### config.mk
export PLATFORM = sky130hd
export DESIGN_NAME = event_dispatcher
export DESIGN_NICKNAME = d
export VERILOG_FILES = /design/src/rtl/event_dispatcher.sv
export SDC_FILE = /design/constraint.sdc
export NUM_CORES = 1
export LEC_CHECK = 0
export ABC_AREA = 1
export CORE_ASPECT_RATIO = 0.7
export CORE_MARGIN = 4
export CORE_UTILIZATION = 40
export CTS_CLUSTER_SIZE = 28
export DETAILED_ROUTE_END_ITERATION = 10
export PLACE_DENSITY = 0.78
export SLEW_MARGIN = 20
export SYNTH_ARGS = -nofsm -noshare
export SYNTH_HDL_FRONTEND = slang
export SYNTH_SLANG_ARGS = --single-unit
### constraint.sdc
create_clock -name clk -period 4.7 [get_ports clk]
set_input_delay 0.94 -clock clk [delete_from_list [all_inputs] [get_ports clk]]
set_output_delay 0.94 -clock clk [all_outputs]
set_load 0.005 [all_outputs]
### src/rtl/event_dispatcher.sv
// -----------------------------------------------------------------------------
// event_dispatcher
//
// Purpose:
//   Sits between the event queue and the cores, upstream of the core monitor.
//   Each cycle it makes at most one decision:
//     RET  - grant one core (round-robin) that is returning a generated event,
//            and push that event back into the queue.
//     DSP  - pop the queue head and hand it to the lowest-index idle core.
//     NONE - nothing to do.
//   Both flows are serialised onto the single monitor bus. The block owns the
//   core_active vector, which tracks which cores currently hold an event.
//
// Optional feature:
//   `define DISPATCH_WINDOW_EN to hold dispatch back while the head timestamp
//   is WINDOW or more ticks ahead of the monitor's min_time. Without the macro
//   min_time and min_time_vld are ignored.
//
// Ports:
//   clk, reset        clock, asynchronous active-high reset
//   q_data, q_empty   queue head (first-word-fall-through) and empty flag
//   q_full            queue cannot accept an enqueue
//   q_deq             pop head this cycle (combinational)
//   q_enq, q_enq_data push a returned event (registered)
//   core_req/msg      per-core return request and message
//   core_done         per-core completion pulse
//   core_ack          one-hot return grant (registered)
//   core_evt_vld/data one-hot dispatch strobe and dispatched event
//   mon_msg, sent_msg_vld, rcv_msg_vld, mon_core_id   monitor bus
//   core_active       cores currently holding an event
//   min_time(_vld)    earliest outstanding time from the core monitor
// -----------------------------------------------------------------------------
module event_dispatcher #(
  parameter int NUM_CORE      = 4,
  parameter int NB_COREID     = $clog2(NUM_CORE),
  parameter int MSG_WID       = 32,
  parameter int TIME_WID      = 16,
  parameter int MAX_RET_BURST = 4,
  parameter int WINDOW        = 256
) (
  input  logic                        clk,
  input  logic                        reset,
  input  logic [MSG_WID-1:0]          q_data,
  input  logic                        q_empty,
  input  logic                        q_full,
  output logic                        q_deq,
  output logic                        q_enq,
  output logic [MSG_WID-1:0]          q_enq_data,
  input  logic [NUM_CORE-1:0]         core_req,
  input  logic [NUM_CORE*MSG_WID-1:0] core_msg,
  input  logic [NUM_CORE-1:0]         core_done,
  output logic [NUM_CORE-1:0]         core_ack,
  output logic [NUM_CORE-1:0]         core_evt_vld,
  output logic [MSG_WID-1:0]          core_evt_data,
  output logic [MSG_WID-1:0]          mon_msg,
  output logic                        sent_msg_vld,
  output logic                        rcv_msg_vld,
  output logic [NB_COREID-1:0]        mon_core_id,
  output logic [NUM_CORE-1:0]         core_active,
  input  logic [TIME_WID-1:0]         min_time,
  input  logic                        min_time_vld
);

  localparam int BURST_WID = $clog2(MAX_RET_BURST + 1);

  typedef enum logic [1:0] {
    OP_NONE = 2'd0,
    OP_RET  = 2'd1,
    OP_DSP  = 2'd2
  } op_t;

  op_t                  op;
  logic [NB_COREID-1:0] rr_ptr;
  logic [BURST_WID-1:0] burst_cnt;
  logic                 burst_at_max;

  logic [NB_COREID-1:0] ret_win;
  logic [NB_COREID-1:0] ret_idx;
  logic                 ret_found;
  logic [MSG_WID-1:0]   ret_msg;
  logic [NB_COREID-1:0] dsp_tgt;
  logic                 dsp_found;
  logic                 window_ok;
  logic                 ret_ok;
  logic                 dsp_ok;

`ifdef DISPATCH_WINDOW_EN
  // Unsigned TIME_WID-bit difference so that timestamp wrap-around is handled.
  logic [TIME_WID-1:0] time_diff;
  assign time_diff = q_data[TIME_WID-1:0] - min_time;
  assign window_ok = !min_time_vld || (32'(time_diff) < 32'(WINDOW));
`else
  logic unused_window;
  assign unused_window = ^{min_time, min_time_vld};
  assign window_ok     = 1'b1;
`endif

  // Round-robin search: first requesting core at or after rr_ptr, wrapping.
  always_comb begin
    ret_win   = '0;
    ret_idx   = '0;
    ret_found = 1'b0;
    for (int k = 0; k < NUM_CORE; k++) begin
      ret_idx = NB_COREID'((int'(rr_ptr) + k) % NUM_CORE);
      if (!ret_found && core_req[ret_idx]) begin
        ret_found = 1'b1;
        ret_win   = ret_idx;
      end
    end
  end

  assign ret_msg = core_msg[int'(ret_win)*MSG_WID +: MSG_WID];

  // Lowest-index idle core, taken from the registered core_active so a core
  // just dispatched this cycle can never be picked again before core_done.
  always_comb begin
    dsp_tgt   = '0;
    dsp_found = 1'b0;
    for (int k = NUM_CORE - 1; k >= 0; k--) begin
      if (!core_active[k]) begin
        dsp_found = 1'b1;
        dsp_tgt   = NB_COREID'(k);
      end
    end
  end

  assign burst_at_max = (burst_cnt == BURST_WID'(MAX_RET_BURST));
  assign ret_ok       = ret_found && !q_full;
  assign dsp_ok       = !q_empty && dsp_found && window_ok;

  // Returns normally win; a saturated return burst yields one slot to dispatch
  // so the queue cannot be starved by chatty cores.
  always_comb begin
    op = OP_NONE;
    if (ret_ok && !(burst_at_max && dsp_ok)) begin
      op = OP_RET;
    end else if (dsp_ok) begin
      op = OP_DSP;
    end
  end

  // Gated with reset so every output reads 0 while reset is held.
  assign q_deq = (op == OP_DSP) && !reset;

  // Decision register: strobes are single-cycle, bus data holds when idle.
  always_ff @(posedge clk or posedge reset) begin
    if (reset) begin
      rr_ptr        <= '0;
      burst_cnt     <= '0;
      q_enq         <= 1'b0;
      q_enq_data    <= '0;
      core_ack      <= '0;
      core_evt_vld  <= '0;
      core_evt_data <= '0;
      mon_msg       <= '0;
      sent_msg_vld  <= 1'b0;
      rcv_msg_vld   <= 1'b0;
      mon_core_id   <= '0;
      core_active   <= '0;
    end else begin
      q_enq        <= 1'b0;
      core_ack     <= '0;
      core_evt_vld <= '0;
      sent_msg_vld <= 1'b0;
      rcv_msg_vld  <= 1'b0;
      core_active  <= core_active & ~core_done;
      case (op)
        OP_RET: begin
          core_ack[ret_win] <= 1'b1;
          q_enq             <= 1'b1;
          q_enq_data        <= ret_msg;
          mon_msg           <= ret_msg;
          rcv_msg_vld       <= 1'b1;
          mon_core_id       <= ret_win;
          rr_ptr            <= (ret_win == NB_COREID'(NUM_CORE - 1)) ?
                               '0 : ret_win + NB_COREID'(1);
          if (!burst_at_max) begin
            burst_cnt <= burst_cnt + BURST_WID'(1);
          end
        end
        OP_DSP: begin
          // Set after the core_done clear above, so set wins on a collision.
          core_evt_vld[dsp_tgt] <= 1'b1;
          core_evt_data         <= q_data;
          mon_msg               <= q_data;
          sent_msg_vld          <= 1'b1;
          mon_core_id           <= dsp_tgt;
          core_active[dsp_tgt]  <= 1'b1;
          burst_cnt             <= '0;
        end
        default: begin
          burst_cnt <= '0;
        end
      endcase
    end
  end

endmodule

; ---- Yosys cells after proc, flatten, opt, wreduce, memory -nomap -nowiden
; Index checks and enable logic that the tools add are counted.
[word_totals]
mem_bits_rw = 0
rom_bits = 0
latch_bits = 0
output_inout_bits = 114
register_bits = 117
elab_cells = 91
inputBits = 189
n_memories = 0
[op_classes]
div = 0
n_eq_ne = 5
mul = 0
shifts = 1
n_mux = 40
addsub = 5
n_reduce_logical = 18
magnitude_cmp = 8
bitwise_logic = 3
[ops]
columns = cell, count
row1 = $shiftx A128 B8 Y32, 1
row2 = $pmux W32 S2, 1
row3 = $mux W2, 11
row4 = $lt A2 B3 Y1 const B, 6
row5 = $mux W1, 16
row6 = $mux W4, 3
row7 = $logic_and A1 B1 Y1, 10
row8 = $bmux W1 S2, 4
row9 = $logic_not A1 Y1, 7
row10 = $mux W3, 2
row11 = $add A2 B1 Y2 const B, 2
row12 = $add A2 B2 Y2 const B, 2
row13 = $and A4 B4 Y4, 1
row14 = $demux W1 S2, 2
row15 = $eq A2 B2 Y1 const B, 2
row16 = $ge A2 B1 Y1 const B, 2
row17 = $not A4 Y4, 1
row18 = $or A4 B4 Y4, 1
row19 = $pmux W2 S2, 1
row20 = $add A3 B1 Y3 const B, 1
row21 = $eq A3 B3 Y1 const B, 1
row22 = $eq A2 B1 Y1 const B, 1
row23 = $ne A2 B2 Y1 const B, 1
row24 = $reduce_bool A2 Y1, 1

; ---- Depth between registers and ports, before layout
; Gate-level depths: netlist of run 1.
[depth]
ltp_word = 17
mapped_depth = 17
mapped_depth_nobuf = 15

; ---- Worst setup path before layout of run 1
; OpenSTA, ideal clock, no wires.
[synth_timing]
path_kind = input -> output
startpoint = input port q_empty
endpoint = output port q_deq
t_required_ns = 3.760
setup_slack_ns = 1.552
arrival_ns = 2.208
stages = 7
n_path_buf = 2
cell_sequence = a31oi_1 > inv_2 > o211ai_2 > nand2_4 > buf_4 > buf_2 > nor2_1
[synth_between]
elab_chain_cells = 8
word_cells_on_any_way = 9
classes_between = 1 x eq/ne / 2 x mux / 6 x reduce/logical
[synth_lines]
columns = element, line
row1 = start: declaration, 44  ; input logic q_empty,
row2 = $logic_not A1 Y1 *, 129  ; assign dsp_ok = !q_empty && dsp_found && window_ok;
row3 = $logic_and A1 B1 Y1 *, 129
row4 = $logic_and A1 B1 Y1, 135  ; if (ret_ok && !(burst_at_max && dsp_ok)) begin
row5 = $logic_not A1 Y1, 135
row6 = $logic_and A1 B1 Y1, 135
row7 = $mux W2 *, 135
row8 = $eq A2 B2 Y1 *, 143  ; assign q_deq = (op == OP_DSP) && !reset;
row9 = $logic_and A1 B1 Y1 *, 143
row10 = end: declaration, 46  ; output logic q_deq,
; Mark *: on every way between the ends. The rest lies on a longest branch, timed or not.

; ---- Final worst setup path of run 1
[layout_timing]
startpoint = input port core_req[1]
endpoint = output port q_deq
[layout_between]
elab_chain_cells = 17
word_cells_on_any_way = 23
classes_between = 1 x eq/ne / 13 x mux / 9 x reduce/logical
[layout_lines]
columns = element, line
row1 = start: declaration, 49  ; input logic [NUM_CORE-1:0] core_req,
row2 = $bmux W1 S2, 105  ; if (!ret_found && core_req[ret_idx]) begin
row3 = $mux W1 (implied by the code), 105
row4 = $mux W1, 105
row5 = $logic_not A1 Y1, 105
row6 = $logic_and A1 B1 Y1, 105
row7 = $mux W1, 105
row8 = $logic_not A1 Y1, 105
row9 = $logic_and A1 B1 Y1, 105
row10 = $mux W1, 105
row11 = $logic_not A1 Y1, 105
row12 = $logic_and A1 B1 Y1, 105
row13 = $mux W1 *, 105
row14 = $logic_and A1 B1 Y1 *, 128  ; assign ret_ok = ret_found && !q_full;
row15 = $logic_and A1 B1 Y1 *, 135
row16 = $mux W2 *, 135
row17 = $eq A2 B2 Y1 *, 143
row18 = $logic_and A1 B1 Y1 *, 143
; Mark *: on every way between the ends. The rest lies on a longest branch, timed or not. The select of a mux whose other input is x is not followed.

==> results of run 1 <==
-- metal layers --
layer | track usage | share of wire
met5 | 0 | 0
met1 | 0.313 | 0.40
met3 | 0.0866 | 0.10
met4 | 0.0717 | 0.021
met2 | 0.428 | 0.48
-- flip-flops by register name (all words and copies together), names as in the netlist --
| signal | cells |
|---|---|
| sent_msg_vld | 1 |
| q_enq_data | 32 |
| core_evt_data | 32 |
| burst_cnt | 3 |
| core_active | 4 |
| mon_core_id | 2 |
| mon_msg | 32 |
| core_evt_vld | 4 |
| rr_ptr | 2 |
| rcv_msg_vld | 1 |
| core_ack | 4 |
-- power groups by stage --
| stage | sequential, uW | combinational (uW) | clock (uW) |
|---|---|---|---|
| floorplan | 1740 | 2610 | 0 |
| global placement | 1730 | 4350 | 0 |
| detailed placement | 1740 | 4390 | 0 |
| CTS | 1740 | 4410 | 1240 |
| global route | 1800 | 4860 | 1280 |
| finish | 1740 | 4360 | 1220 |
-- worst paths after layout --
kind,start,endpoint,cells past startpoint
worst min-delay path,q_enq_data[31]$_DFFE_PP0N_,q_enq_data[31]$_DFFE_PP0N_,2
max in group asynchronous,reset,mon_msg[0]$_DFFE_PP0P_,3
worst max register to register,rr_ptr[0]$_DFFE_PP0N_,mon_msg[2]$_DFFE_PP0P_,12
min in group asynchronous,reset,core_evt_data[22]$_DFFE_PP0N_,2
worst min register to register,q_enq_data[31]$_DFFE_PP0N_,q_enq_data[31]$_DFFE_PP0N_,2
worst max-delay path,core_req[1],q_deq,11
-- worst max-delay path, cell delays in order --
cell and delay, ns:
clkdlybuf4s50_1 0.42, inv_1 0.08, nand2_1 0.06, nand3_1 0.13, nand2_2 0.09, nor2_4 0.16, nand3_4 0.12, o211ai_4 0.11
nand2_4 0.07, nor2_1 0.10, clkdlybuf4s50_1 0.50
-- placed cells by master, fill, tap and decap left out, types with 7 or more instances in the layout --
master	Yosys	final
o21ai_0	28	28
clkdlybuf4s50_1	0	285
nor2_1	54	54
clkbuf_16	0	17
inv_2	7	7
nand2_1	309	308
o21ai_1	9	9
inv_1	42	41
inv_6	0	7
nand3_1	105	105
buf_4	6	12
dfrtp_1	117	117
o211ai_1	13	13
a21oi_1	22	22
nand4_1	41	41
-- per-stage QoR --
step           cell area (um^2)  utilization
4_1_cts                    9620        0.647
6_report                   9620        0.647
3_5_place_dp               9060        0.610
5_1_grt                    9620        0.647
2_1_floorplan              6150            -
3_3_place_gp               9060        0.610
-- cells by family (layout without fill, tap and decap cells) --
kind of cell | Yosys count | after routing | share of synthesized area
xor+xnor | 1 | 1 | 0.00142
flops | 117 | 117 | 0.476
simple gates | 515 | 515 | 0.359
mux | 1 | 1 | 0.00163
fa+ha+maj | 6 | 6 | 0.0122
buf+inv | 105 | 379 | 0.0786
compound gates | 78 | 78 | 0.0710
-- cell type report --
cell class,count,area (um^2)
clock inverter,14,116
timing repair buffer,297,2940
tap,195,244
clock buffer,18,439
multi-input combinational,601,2760
inverter,50,195
fill,1328,5240
sequential,117,2930
==> impl_results.md, run 1 <==
- Status: complete, no violations
- Setup slack, reg-to-reg: 1.52 ns
- Antenna violations before repair: 0
- Final non-filler cell total: 1,292
- Rows: 37
- Endpoints failing hold: 0
- CTS buffer count: 17
- Synth async-reset ratio: 1.00
- Final nets: 1,279
- Number of synthesized flops with an enable pin: 0
- Setup ws final: 0.956 ns
- Port bufs: 285
- Worst-Skew Late Latency: 0.41 ns
- Peak supply drop: 0.000550 V
- RSZ-0062 raised after global routing: false
- Max-cap viol count: 0
- Via Count: 6,603
- Post-layout min period: 3.74 ns
- Congestion Overflow GR: 0
- Sequential area share after synthesis: 0.476
- Dpl cells: 1,260
- Drt total wl: 22,800 um
- Clock network power share: 0.166
- Slew margin rel.: 0.464
- Max clock buf depth: 2
- Synth Register Bits: 117
- Ranking of synthesized cells by area: dfrtp_1, nand2_1, nand3_1
- Largest net degree at the start of global routing: 83
- Clk sink count: 117
- ANT nets after route: 0
- Post_cts resized: 0
- Syn nets: 1,018
- Int Pwr: 3960 uW
- Htree depth: 4
- Total Power: 7320 uW
- Most numerous cell in the Yosys netlist: nand2_1
- Flop pwr share: 0.237
- Slew at the pin with the worst max-slew slack: 0.803 ns
- Setup bufs post-CTS: 0
- Commonest cells in the netlist: nand2_1, dfrtp_1, nand3_1
- First-pass GRT wire length: 34,900 um
- Hold_ws: 0.475 ns
- Mapped Cells: 823
- Sw Ratio: 0.459
- Area delta synth->final: 56.5%
- Worst slack, placed: 0.761 ns
- CTS tree: built
- HP Class: register to register
- Gpl congestion: 0.885
- Distinct cell type count after synthesis: 28
- Number of setup violations in the final report: 0
- WP data arrival: 2.80 ns
- Post-synthesis cell area: 6150 um^2
- Combinational cell fraction of total power: 0.596
- DRC Markers: 0
- Vias in the first global route: 6,434
- Max-slew violation count: 0
- Primary FF master, synth: dfrtp_1
- CP max FO: 4
- Hold_buf cts: 0
- CP required: 3.76 ns
- First drt pass iteration count: 5
- DIE HEIGHT: 112 um
- CP Capture Type: primary output
- Setup CP Type: input pin to primary output
- Top cell type by total area after synthesis: dfrtp_1
- Fmax: 0.267 GHz
- TNS Setup: 0 ns
- # diodes: 0
- Global Route Usage Sum: 0.255
- Worst setup SP type: input pin
- DR WL/cell: 17.7 um
- Leakage power: 0.00457 uW
- Die W: 156 um
- Psw: 3360 uW
- Initial Utilization: 0.414
- Avg Synthesized Cell Area: 7.47 um^2
- Clk_skew: 0.0101 ns
- # IOs: 303
- Core box area: 14,900 um^2
- Fin crit share: 0.797
- Die area: 17,500 um^2
- Worst-path clk slew: 0.05 ns
- Root Driver: clkbuf_16
- Avg Vias per Cell: 5.11
- Detailed placement HPWL: 16,500 um
- Ys Warns: 0
- 1st-iter DRT viols: 590
- Post-synth top area share: 0.476
- Share of layout cells above drive strength 1: 0.0556
- P per Cell Area: 761 nW/um^2
(Power assumes the default switching activity.)
==> run 2, diff against run 1 <==
Settings changed: CORE_UTILIZATION 40 to 37, PLACE_DENSITY 0.78 to 0.75.
Clock period 4.7 ns to 3.2 ns, I/O delays scaled along.
==> impl_results.md, run 2 (synthesis results as in run 1) <==
- CP Capture Type: primary output
- # diodes: 0 (unchanged)
- WP data arrival: 2.43 ns (-0.37 ns)
- 1st-iter DRT viols: 690 (+17%)
- Status: complete, no violations
- Root Driver: clkbuf_16
- First drt pass iteration count: 6 (+1)
- Antenna violations before repair: 0 (unchanged)
- Area after DPL: 9260 um^2 (+2.2%)
- DRC Markers: 0 (unchanged)
- Worst setup SP type: input pin
- CP required: 2.56 ns (-1.20 ns)
- Max clock buf depth: 2 (unchanged)
- HP Class: register to register
- RSZ-0062 raised after global routing: false
- Design Area, Final: 9860 um^2 (+2.5%)
- Slew margin rel.: 0.545 (+0.0805)
- Largest net degree at the start of global routing: 79 (-4.8%)
- First-pass GRT wire length: 35,200 um (+0.79%)
- Post-layout min period: 3.07 ns
- Avg Vias per Cell: 5.00 (-2.2%)
- Die W: 162 um (+3.8%)
- Worst hold endpoint: q_enq_data[29]$_DFFE_PP0N_
- Die area: 18,800 um^2 (+7.6%)
- CP max-delay cell: clkdlybuf4s50_1
- Drt total wl: 23,100 um (+1.2%)
- Fin crit share: 0.958
- DR WL/cell: 17.3 um (-2.0%)
- Multi-input gate area: 2760 um^2 (unchanged)
- Port bufs: 285 (unchanged)
- DIE HEIGHT: 116 um (+3.7%)
- R2R Path End: mon_msg[17]$_DFFE_PP0P_
- CTS buffer count: 17 (unchanged)
- Total Power: 11,200 uW (+53%)
- Detailed placement HPWL: 17,000 um (+2.9%)
- Via Count: 6,668 (+0.98%)
- Setup ws final: 0.135 ns (-0.821 ns)
- Commonest cells after routing, fill and taps aside: nand2_1, clkdlybuf4s50_1, dfrtp_1, nand3_1, nor2_1
- Final nets: 1,291 (+0.94%)
- Fmax: 0.326 GHz
- TNS Setup: 0 ns (unchanged)
- Reg2Reg Launch Point: rr_ptr[0]$_DFFE_PP0N_
- Slowest stage delay, CP: 0.53 ns (+0.03 ns)
- Max-slew violation count: 0 (unchanged)
- CP delay by family, top: buffers and inverters
- Global Route Usage Sum: 0.241 (-0.0136)
- Area delta synth->final: 60.4%
- R2R cell count: 16 (+4)
- Largest regs: core_evt_data: 32 flops, mon_msg: 32 flops, q_enq_data: 32 flops
- P per Cell Area: 1140 nW/um^2 (+49%)
- Worst-path cell chain: clkdlybuf4s50_1 > nand2_1 > nand2_1 > nand2_1 > nand2_1 > nor2_4 > nand3_4 > o211ai_4 > nand2_4 > nor2_1 > clkdlybuf4s50_1
- Max-cap viol count: 0 (unchanged)
- # IOs: 303 (unchanged)
- Leakage power: 0.00467 uW (+2.1%)
- Storage cell area: 2930 um^2 (about the same)
- Gpl congestion: 0.869 (-1.8%)
- CTS tree: built
- Endpoints failing hold: 0 (unchanged)
- Setup CP Type: input pin to primary output
- Clk sink count: 117 (unchanged)
- Slew at the pin with the worst max-slew slack: 0.683 ns (-0.120 ns)
- Congestion Overflow GR: 0 (unchanged)
- Worst slack, placed: 0.0800 ns (-0.681 ns)
- ANT nets after route: 0 (unchanged)
- WHS Path Cells: 2 (unchanged)
- Number of fill cells: 1,494 (+13%)
- Htree depth: 4 (unchanged)
- Worst-path clk slew: 0.06 ns (about the same)
- CP max FO: 4 (unchanged)
- Rows: 39 (+5.4%)
- Most used cell, CP: nand2_1
- Hold_sp: q_enq_data[29]$_DFFE_PP0N_
- Initial Utilization: 0.377 (-0.0365)
- Setup slack, reg-to-reg: 0.71 ns (-0.81 ns)
- Worst path bufs/invs: 2 (-1)
- Core box area: 16,300 um^2 (+9.7%)
- Share of layout cells above drive strength 1: 0.0667 (+0.0111)
- Clk_skew: 0.0152 ns (+0.00515 ns)
- Commonest non-fill, non-tap cell in the layout: nand2_1
- Vias in the first global route: 6,411 (-0.36%)
- Peak supply drop: 0.000457 V (-17%)
- Hold_buf cts: 0 (unchanged)
- Number of setup violations in the final report: 0 (unchanged)
- Worst-Skew Late Latency: 0.41 ns (about the same)
## run 2: worst min-delay path, stage by stage (launching register included)
cell and delay (ns):
dfrtp_1 0.34, nand2_1 0.05, nand2_1 0.05
## run 2: worst max-delay path by stage
stage                     start     to  slack (ns)  cells past startpoint
floorplan               q_empty  q_deq        0.65                      7
finish              core_req[0]  q_deq        0.13                     11
global placement    core_req[1]  q_deq        0.09                     11
CTS                 core_req[1]  q_deq        0.08                     11
detailed placement  core_req[1]  q_deq        0.08                     11
global route        core_req[3]  q_deq        0.01                     11
## run 2: repair_timing
action | 4_1_cts | 5_1_grt
hold endpoints to repair | 0 | 0
setup endpoints to repair | 0 | 1
resized for setup | 0 | 1
buffers inserted | 0 | 1
## run 2: metrics by stage
step / cells / hold WS (ns) / util
after floorplan: 823 / 0.472 / -
after global placement: 1301 / 0.461 / 0.568
after detailed placement: 1301 / 0.464 / 0.568
after CTS: 1333 / 0.480 / 0.605
after global routing: 1334 / 0.494 / 0.605
final: 1334 / 0.477 / 0.605
## run 2: layout make-up
class	instances	area share
well taps	225	0.0285
clock buffers	17	0.0431
clock inverters	15	0.0170
inverters	50	0.0197
repair buffers	309	0.315
flip-flops and latches	117	0.297
multi-input cells	601	0.279
## run 2: power breakdown
part           internal (uW)  switching (uW)  leakage, uW
sequential              2160             381      0.00143
combinational           2830            3900      0.00295
clock                   1160             754     0.000286
total                   6160            5040      0.00467
## run 2: metal layers
layer | vias up | track usage | wire length (um)
li1 | 3240 | - | -
met1 | 3069 | 0.292 | 9220
met2 | 333 | 0.411 | 11000
met3 | 26 | 0.0850 | 2440
met4 | 0 | 0.0693 | 435
met5 | - | 0 | 0
